`src/rtl/mat_pkg.sv`:
```
// mat_pkg: shared job-controller types, default widths and routing-mode constants
package mat_pkg;
  localparam int DIM_W_DEF = 4;
  localparam int CNT_W_DEF = 8;
  localparam logic MODE_BLOCK = 1'b0;
  localparam logic MODE_ALT = 1'b1;
  typedef enum logic [1:0] {IDLE, LOAD, DRAIN, DONE} state_t;
endpackage

```
`src/rtl/mat_elem_counter.sv`:
```
// mat_elem_counter: enable-qualified element counter with clear and done / last-minus-one compares
module mat_elem_counter
  import mat_pkg::*;
#(
  parameter int CNT_W = CNT_W_DEF
) (
  input  logic             i_clk,
  input  logic             i_rst_n,
  input  logic             i_en,
  input  logic             i_clr,
  input  logic             i_inc,
  input  logic [CNT_W-1:0] i_total,
  output logic             o_done,
  output logic             o_last
);
  logic [CNT_W-1:0] r_cnt;
  always_ff @(posedge i_clk or negedge i_rst_n)
    if (!i_rst_n) r_cnt <= '0;
    else if (i_en) r_cnt <= i_clr ? '0 : r_cnt + CNT_W'(i_inc);
  assign o_done = r_cnt == i_total;
  assign o_last = r_cnt == i_total - CNT_W'(1);
endmodule

```
`src/rtl/mat_job_ctrl.sv`:
```
// mat_job_ctrl: job-level controller steering one byte stream into A/B operand ports and tracking results
module mat_job_ctrl
  import mat_pkg::*;
#(
  parameter int DIM_W = DIM_W_DEF,
  parameter int CNT_W = CNT_W_DEF
) (
  input  logic             i_clk,
  input  logic             i_rst_n,
  input  logic             i_clk_e,
  input  logic             i_cfg_valid,
  output logic             o_cfg_ready,
  input  logic [DIM_W-1:0] i_cfg_m,
  input  logic [DIM_W-1:0] i_cfg_k,
  input  logic [DIM_W-1:0] i_cfg_n,
  input  logic             i_cfg_mode,
  input  logic             i_abort,
  input  logic             s_axis_valid,
  output logic             s_axis_ready,
  output logic             m_axis_a_valid,
  input  logic             m_axis_a_ready,
  output logic             m_axis_b_valid,
  input  logic             m_axis_b_ready,
  input  logic             i_res_valid,
  input  logic             i_res_ready,
  output logic             o_res_last,
  output logic             o_busy,
  output logic             o_done,
  output logic             o_cfg_err,
  output logic [7:0]       o_job_cnt
);
  state_t           r_state, w_nxt;
  logic             r_mode, r_tog, r_cfg_err;
  logic [CNT_W-1:0] r_ta, r_tb, r_tr;
  logic [7:0]       r_job_cnt;
  logic             w_idle, w_load, w_busy, w_cfg_ok, w_accept, w_abort, w_clr;
  logic             w_sel_a, w_up, w_res;
  logic             w_a_done, w_a_last, w_b_done, w_b_last, w_r_done, w_r_last;
  logic             w_a_fin, w_b_fin, w_r_fin;

  assign w_idle   = r_state == IDLE;
  assign w_load   = r_state == LOAD;
  assign w_busy   = !w_idle;
  assign w_cfg_ok = |i_cfg_m & |i_cfg_k & |i_cfg_n;
  assign w_accept = w_idle & i_cfg_valid & w_cfg_ok;
  assign w_abort  = i_abort & w_busy;
  assign w_clr    = w_idle | w_abort;

  // alternate mode follows the toggle until one side runs dry, then drains the other
  assign w_sel_a = (r_mode == MODE_ALT) ? (!w_a_done & (w_b_done | !r_tog)) : !w_a_done;

  assign m_axis_a_valid = w_load & w_sel_a & s_axis_valid;
  assign m_axis_b_valid = w_load & !w_sel_a & s_axis_valid;
  assign s_axis_ready   = w_load & (w_sel_a ? m_axis_a_ready : m_axis_b_ready);
  assign w_up  = s_axis_valid & s_axis_ready;
  assign w_res = i_res_valid & i_res_ready & (w_load | r_state == DRAIN) & !w_r_done;

  assign w_a_fin = w_a_done | (w_a_last & w_up & w_sel_a);
  assign w_b_fin = w_b_done | (w_b_last & w_up & !w_sel_a);
  assign w_r_fin = w_r_done | (w_r_last & w_res);

  mat_elem_counter #(.CNT_W(CNT_W)) u_cnt_a (
    .i_clk(i_clk), .i_rst_n(i_rst_n), .i_en(i_clk_e), .i_clr(w_clr),
    .i_inc(w_up & w_sel_a), .i_total(r_ta), .o_done(w_a_done), .o_last(w_a_last)
  );
  mat_elem_counter #(.CNT_W(CNT_W)) u_cnt_b (
    .i_clk(i_clk), .i_rst_n(i_rst_n), .i_en(i_clk_e), .i_clr(w_clr),
    .i_inc(w_up & !w_sel_a), .i_total(r_tb), .o_done(w_b_done), .o_last(w_b_last)
  );
  mat_elem_counter #(.CNT_W(CNT_W)) u_cnt_r (
    .i_clk(i_clk), .i_rst_n(i_rst_n), .i_en(i_clk_e), .i_clr(w_clr),
    .i_inc(w_res), .i_total(r_tr), .o_done(w_r_done), .o_last(w_r_last)
  );

  always_comb begin
    w_nxt = r_state;
    case (r_state)
      IDLE:    w_nxt = w_accept ? LOAD : IDLE;
      LOAD:    w_nxt = !(w_a_fin & w_b_fin) ? LOAD : w_r_fin ? DONE : DRAIN;
      DRAIN:   w_nxt = w_r_fin ? DONE : DRAIN;
      default: w_nxt = IDLE;
    endcase
    if (w_abort) w_nxt = IDLE;
  end

  always_ff @(posedge i_clk or negedge i_rst_n)
    if (!i_rst_n) begin
      r_state   <= IDLE;
      r_mode    <= MODE_BLOCK;
      r_tog     <= 1'b0;
      r_cfg_err <= 1'b0;
      r_ta      <= '0;
      r_tb      <= '0;
      r_tr      <= '0;
      r_job_cnt <= '0;
    end else if (i_clk_e) begin
      r_state   <= w_nxt;
      r_cfg_err <= w_idle & i_cfg_valid & !w_cfg_ok;
      r_tog     <= w_clr ? 1'b0 : r_tog ^ w_up;
      if (w_accept) begin
        r_mode <= i_cfg_mode;
        r_ta   <= CNT_W'(i_cfg_m) * CNT_W'(i_cfg_k);
        r_tb   <= CNT_W'(i_cfg_k) * CNT_W'(i_cfg_n);
        r_tr   <= CNT_W'(i_cfg_m) * CNT_W'(i_cfg_n);
      end
      if (r_state == DONE && !w_abort) r_job_cnt <= r_job_cnt + 8'd1;
    end

  assign o_cfg_ready = w_idle & i_rst_n;
  assign o_busy      = w_busy;
  assign o_done      = r_state == DONE;
  assign o_cfg_err   = r_cfg_err;
  assign o_res_last  = w_busy & w_r_last;
  assign o_job_cnt   = r_job_cnt;
endmodule

```
`config.mk`:
```
export PLATFORM = sky130hd
export DESIGN_NAME = mat_job_ctrl
export DESIGN_NICKNAME = d
export VERILOG_FILES = /design/src/rtl/mat_pkg.sv /design/src/rtl/mat_elem_counter.sv /design/src/rtl/mat_job_ctrl.sv
export SDC_FILE = /design/constraint.sdc
export NUM_CORES = 1
export LEC_CHECK = 0
export CAP_MARGIN = 10
export CORE_ASPECT_RATIO = 0.5
export CORE_UTILIZATION = 37
export DETAILED_ROUTE_END_ITERATION = 12
export MAX_ROUTING_LAYER = met4
export PLACE_DENSITY = 0.66
export SLEW_MARGIN = 10
export SYNTH_ARGS = -nofsm -noshare
export SYNTH_HDL_FRONTEND = slang
export SYNTH_SLANG_ARGS = --single-unit
```
`constraint.sdc`:
```
create_clock -name i_clk -period 5.85 [get_ports i_clk]
set_input_delay 0.8775 -clock i_clk [delete_from_list [all_inputs] [get_ports i_clk]]
set_output_delay 0.8775 -clock i_clk [all_outputs]
set_load 0.05 [all_outputs]
```
==> flow_summary.json, run 1 <==
{
  "drtIter0Drc": 143,
  "critPathKind": "input port to flop",
  "avgSynthCellArea_um2": 8.96,
  "cts-resized-gates": 0,
  "ant_nets": 0,
  "worstSkewPairLatency_ns": 0.33,
  "hold_buffers": 0,
  "die_h_um": 83.5,
  "final_common_cell": "nand2_1",
  "clock_sinks": 61,
  "fin_cells": 748,
  "rr_worst_depth": 9,
  "first_pass_iters": 4,
  "setup_violations": 0,
  "max-vdd-ir-drop_uv": 127,
  "grt_first_pass_wirelength_mm": 18.1,
  "synth-async-reset-ratio_pct": 100,
  "area_growth_pct": 15.9,
  "crit_required_ns": 6.04,
  "p_leak_uw": 0.00267,
  "tns_ns": 0,
  "die_w_um": 165,
  "cts_setup_buffers": 0,
  "ys_seq_area_share_pct": 31.1,
  "r2r_slack_ns": 2.97,
  "io_pins": 39,
  "grt_start_max_net_pins": 62,
  "max-cap-violations": 0,
  "synth_seq_cells": 61,
  "max_freq_mhz": 260,
  "placed_cell_area_mm2": 0.00542,
  "detail_route.wl_per_cell_um": 13.8,
  "design_area_mm2": 0.00569,
  "critPathLaunch": "i_cfg_m[0]",
  "multi_input_area_mm2": 0.00315,
  "place.gp.congestion": 0.852,
  "vias_per_cell": 4.98,
  "io_buffers": 38,
  "grt-ovfl-total": 0,
  "cts_root_buf": "clkbuf_16",
  "worstReg2RegStart": "r_tb[0]",
  "cts_tree": "yes",
  "worst_slack_ns": 2.01,
  "die_area_mm2": 0.0138,
  "power_density_mw_per_mm2": 346,
  "drive_gt1_share_pct": 5.71,
  "reg2reg_to": "u_cnt_a.r_cnt[7]",
  "syn_inst": 548,
  "relSlewSlack_pct": 32.0,
  "syn_area_mm2": 0.00491,
  "rsz0062_at_grt": "false",
  "num-fill-cells": 1249,
  "dp_slack_ns": 1.63,
  "antenna_found_initial": 0,
  "hold_violations": 0,
  "worstHoldStart": "o_job_cnt[7]",
  "track_usage_pct": 17.1,
  "syn-num-nets": 633,
  "worstPathMaxFanout": 9,
  "end_kind": "flop",
  "routed_wl_mm": 10.3,
  "drv_slew": 0,
  "min_path_type": "flop to flop",
  "clock_path_buffers": 2,
  "min_period_ns": 3.84,
  "core_area_mm2": 0.0128,
  "clk_pin_slew_worst_paths_ns": 0.05,
  "finClkSkew_ns": 0.00545,
  "mostFrequentLayoutCells": "63 x nand2_1, 61 x dfrtp_1, 50 x ha_1, 43 x nor2_1, 39 x xor2_1",
  "start_util_pct": 38.3,
  "drc": 0,
  "netlist-cell-type-count": 49,
  "regArea_mm2": 0.00153,
  "vias": 3727,
  "grt_pass1_vias": 3757,
  "cts_buffers": 9,
  "synthFlopType": "dfrtp_1",
  "cp-endpoint": "r_tr[7]",
  "hpwl_mm": 7.81,
  "synth-edff-count": 0,
  "holdWs_ns": 0.481,
  "num_rows": 29,
  "startpoint_type": "input port",
  "dp.cells": 732,
  "cp.arrival_ns": 4.03,
  "layout.nets": 658,
  "antenna_cells": 0,
  "cts_max_level": 3,
  "outcome": "finished, final reports clean",
  "tightest_slew_ns": 1.02,
  "ys_warn_count": 0,
  "finalCritPeriodShare_pct": 65.6
}
## layout make-up
cell class	count	share of cell area [%]
sequential	61	26.8
clock inverter	1	0.0880
clock buffer	15	4.71
inverter	35	2.31
multi-input combinational	425	55.3
timing repair buffer	41	6.99
tap	170	3.74
## sequential cells by signal, summed over array words and instances (netlist names), 2 cells and up
register	flops
u_cnt_a.r_cnt	8
u_cnt_r.r_cnt	8
u_cnt_b.r_cnt	8
o_job_cnt	8
r_state	2
r_ta	8
r_tb	8
r_tr	8
## cell usage after synthesis, drive strengths merged, types with 7 or more instances
master	count	share of area, %
mux2i	7	1.4
nor4	9	1.3
xor2	39	7.0
xnor2	34	6.1
nor2	44	3.4
ha	50	13
nand2	63	4.8
nor3	8	0.82
fa	12	4.9
nand3	11	1.1
clkbuf	25	1.9
nand4	18	2.3
o21ai	26	2.7
inv	35	2.7
a21o	7	1.1
mux2	11	2.5
and2	27	3.4
a21oi	15	1.5
dfrtp	61	31
## per-layer routing
layer  vias up  GRT usage (%)  wire length [um]
li1       1903              -                 -
met2        56           24.8              4380
met1      1759           24.2              5500
met3         9           3.23               321
met4         0           5.00               128
met5         -              -                 0
## critical path, stage by stage
cell and delay (ns):
clkdlybuf4s50_1 0.69, nand2_1 0.13, fa_1 0.52, fa_1 0.54
inv_1 0.07, ha_1 0.29, a21o_1 0.15, a21o_1 0.19
a21o_1 0.17, a21oi_1 0.16, xor2_1 0.16, o21ai_0 0.08
## metrics by stage
stage / total power, uW / util, %
finish: 1970 / 44.4
global route: 2130 / 44.4
CTS: 1990 / 44.4
detailed placement: 1490 / 42.3
global placement: 1460 / 42.3
floorplan: 1270 / -
## logic make-up (layout without fill, tap and decap cells)
family                   after synthesis  in the layout  share of synthesized area [%]
AND/OR/NAND/NOR                      206            206                           20.9
XOR/XNOR                              73             73                           13.0
AO/OA/AOI/OAI                         66             66                           8.61
adder cells (fa/ha/maj)               62             62                           17.6
buffers and inverters                 62             92                           4.77
flip-flops                            61             61                           31.1
multiplexers                          18             18                           3.95
## report_power, final
part	switching [uW]	internal, uW	leakage, uW
sequential	143	513	0.000816
clock	177	309	0.000134
combinational	461	365	0.00172
total	781	1190	0.00267
## worst min path at each step
stage,endpoint,depth (start not counted)
floorplan,r_ta[7],2
global route,o_job_cnt[5],1
detailed placement,o_job_cnt[7],1
CTS,o_job_cnt[7],1
global placement,o_job_cnt[7],1
finish,o_job_cnt[7],1
Power figures use the tool's default switching activity.
==> run 2: changes to the inputs <==
- clock period: 5.85 -> 3.8 ns (I/O delays scaled with it)
==> run 2 against run 1 <==
Compared with the run above: sequential power rose by 52%; non-clock buffer count grew 12; die area unchanged; flip-flop and latch count did not move; first-iteration DRC count decreased by 27%; final area is 1.8% higher; register-to-register slack worse by 2.1 ns; sequential share of layout area shrank 0.48 points; total power increased by 56%; critical endpoint is now s_axis_ready.
==> flow_summary.json, run 2 (synthesized netlist as in run 1, its figures left out) <==
{
  "clock_path_buffers": 2,
  "track_usage_pct": 17.4,
  "grt_first_pass_wirelength_mm": 18.4,
  "min_path_type": "input port to asynchronous set/reset pin",
  "multi_input_area_mm2": 0.00315,
  "rsz0062_at_grt": "false",
  "finalCritPeriodShare_pct": 92.8,
  "grt-ovfl-total": 0,
  "io_buffers": 38,
  "drtIter0Drc": 105,
  "core_area_mm2": 0.0128,
  "die_h_um": 83.5,
  "io_pins": 39,
  "max-vdd-ir-drop_uv": 284,
  "end_kind": "output port",
  "cp.arrival_ns": 2.96,
  "cts_buffers": 9,
  "finClkSkew_ns": 0.00693,
  "place.gp.congestion": 0.836,
  "mostFrequentLayoutCells": "63 x nand2_1, 61 x dfrtp_1, 50 x ha_1, 43 x nor2_1, 39 x xor2_1",
  "min_period_ns": 3.53,
  "crit_slowest_cell": "clkdlybuf4s50_1",
  "layout.nets": 670,
  "relSlewSlack_pct": 35.2,
  "ant_nets": 0,
  "worstPathMaxFanout": 5,
  "utilization_pct": 45.2,
  "cts_root_buf": "clkbuf_16",
  "crit_required_ns": 3.23,
  "detail_route.wl_per_cell_um": 13.9,
  "power_density_mw_per_mm2": 531,
  "crit_buf_inv": 1,
  "vias": 3791,
  "routed_wl_mm": 10.5,
  "drc": 0,
  "outcome": "finished, final reports clean",
  "die_w_um": 165,
  "cp_slowest_stage_delay_ns": 0.83,
  "num_rows": 29,
  "setup_violations": 0,
  "drv_slew": 0,
  "critPathKind": "flop to output port",
  "worstSkewPairLatency_ns": 0.33,
  "drive_gt1_share_pct": 7.99,
  "area_growth_pct": 18.0,
  "p_leak_uw": 0.00274,
  "regArea_mm2": 0.00153,
  "first_pass_iters": 4,
  "cts-resized-gates": 0,
  "clk_pin_slew_worst_paths_ns": 0.05,
  "grt_start_max_net_pins": 62,
  "clock_sinks": 61,
  "path_cells": "xor2_1 > or4_4 > o211a_4 > nand3b_1 > a21boi_0 > clkdlybuf4s50_1",
  "cts_setup_buffers": 0,
  "cts_tree": "yes",
  "grt_pass1_vias": 3773,
  "startpoint_type": "flop",
  "num-fill-cells": 1218,
  "max-cap-violations": 0,
  "final_common_cell": "nand2_1",
  "cts_max_level": 3,
  "crit_family": "buffers and inverters",
  "max_freq_mhz": 284,
  "vias_per_cell": 5.00,
  "hpwl_mm": 8.09,
  "die_area_mm2": 0.0138,
  "hold_violations": 0,
  "antenna_found_initial": 0,
  "start_util_pct": 38.3,
  "antenna_cells": 0,
  "tns_ns": 0,
  "tightest_slew_ns": 0.972,
  "hold_buffers": 0
}
[run 2: changes by cell type in the layout (fill, tap and decap cells not counted)]
| cell | change |
|---|---|
| buf_4 | +12 |
| clkbuf_1 | -4 |
| clkbuf_8 | +2 |
[run 2: metrics by stage]
| stage | setup slack (ns) | area, um^2 | cells | hold WS (ns) | total power (uW) |
|---|---|---|---|---|---|
| 2_1_floorplan | 0.187 | 4910 | 548 | 0.274 | 1950 |
| 3_3_place_gp | 0.107 | 5510 | 744 | 0.480 | 2270 |
| 3_5_place_dp | 0.0351 | 5510 | 744 | 0.470 | 2300 |
| 4_1_cts | 0.251 | 5790 | 758 | 0.469 | 3100 |
| 5_1_grt | 0.151 | 5790 | 758 | 0.510 | 3310 |
| 6_report | 0.274 | 5790 | 758 | 0.444 | 3070 |
[run 2: cell type report]
| type | count | share of cell area (%) |
|---|---|---|
| Tap cell | 170 | 3.67 |
| Sequential cell | 61 | 26.3 |
| Inverter | 35 | 2.27 |
| Clock inverter | 1 | 0.0864 |
| Timing Repair Buffer | 53 | 8.42 |
| Clock buffer | 13 | 4.84 |
| Multi-Input combinational cell | 425 | 54.4 |
[run 2: report_power, final]
group,switching [uW],internal [uW],total [uW]
Sequential,213,790,1000
Clock,275,503,779
Combinational,719,574,1290
Total,1210,1870,3070
[run 2: final timing paths]
path | startpoint | endpoint | slack, ns | cells past startpoint
max | r_tb[5] | s_axis_ready | 0.27 | 6
min | i_rst_n | o_job_cnt[4] | 0.44 | 2
max reg2reg | r_tb[5] | u_cnt_a.r_cnt[7] | 0.92 | 9
min reg2reg | o_job_cnt[7] | o_job_cnt[7] | 0.48 | 1
max in group asynchronous | i_rst_n | u_cnt_a.r_cnt[5] | 2.84 | 2
min in group i_clk | o_job_cnt[7] | o_job_cnt[7] | 0.48 | 1
[run 2: metal layers]
metal,vias up,routed length (um),GRT usage (%)
li1,1921,-,-
met1,1804,5680,25.3
met2,60,4370,24.3
met3,6,371,3.23
met4,0,82,4.92
met5,-,0,-
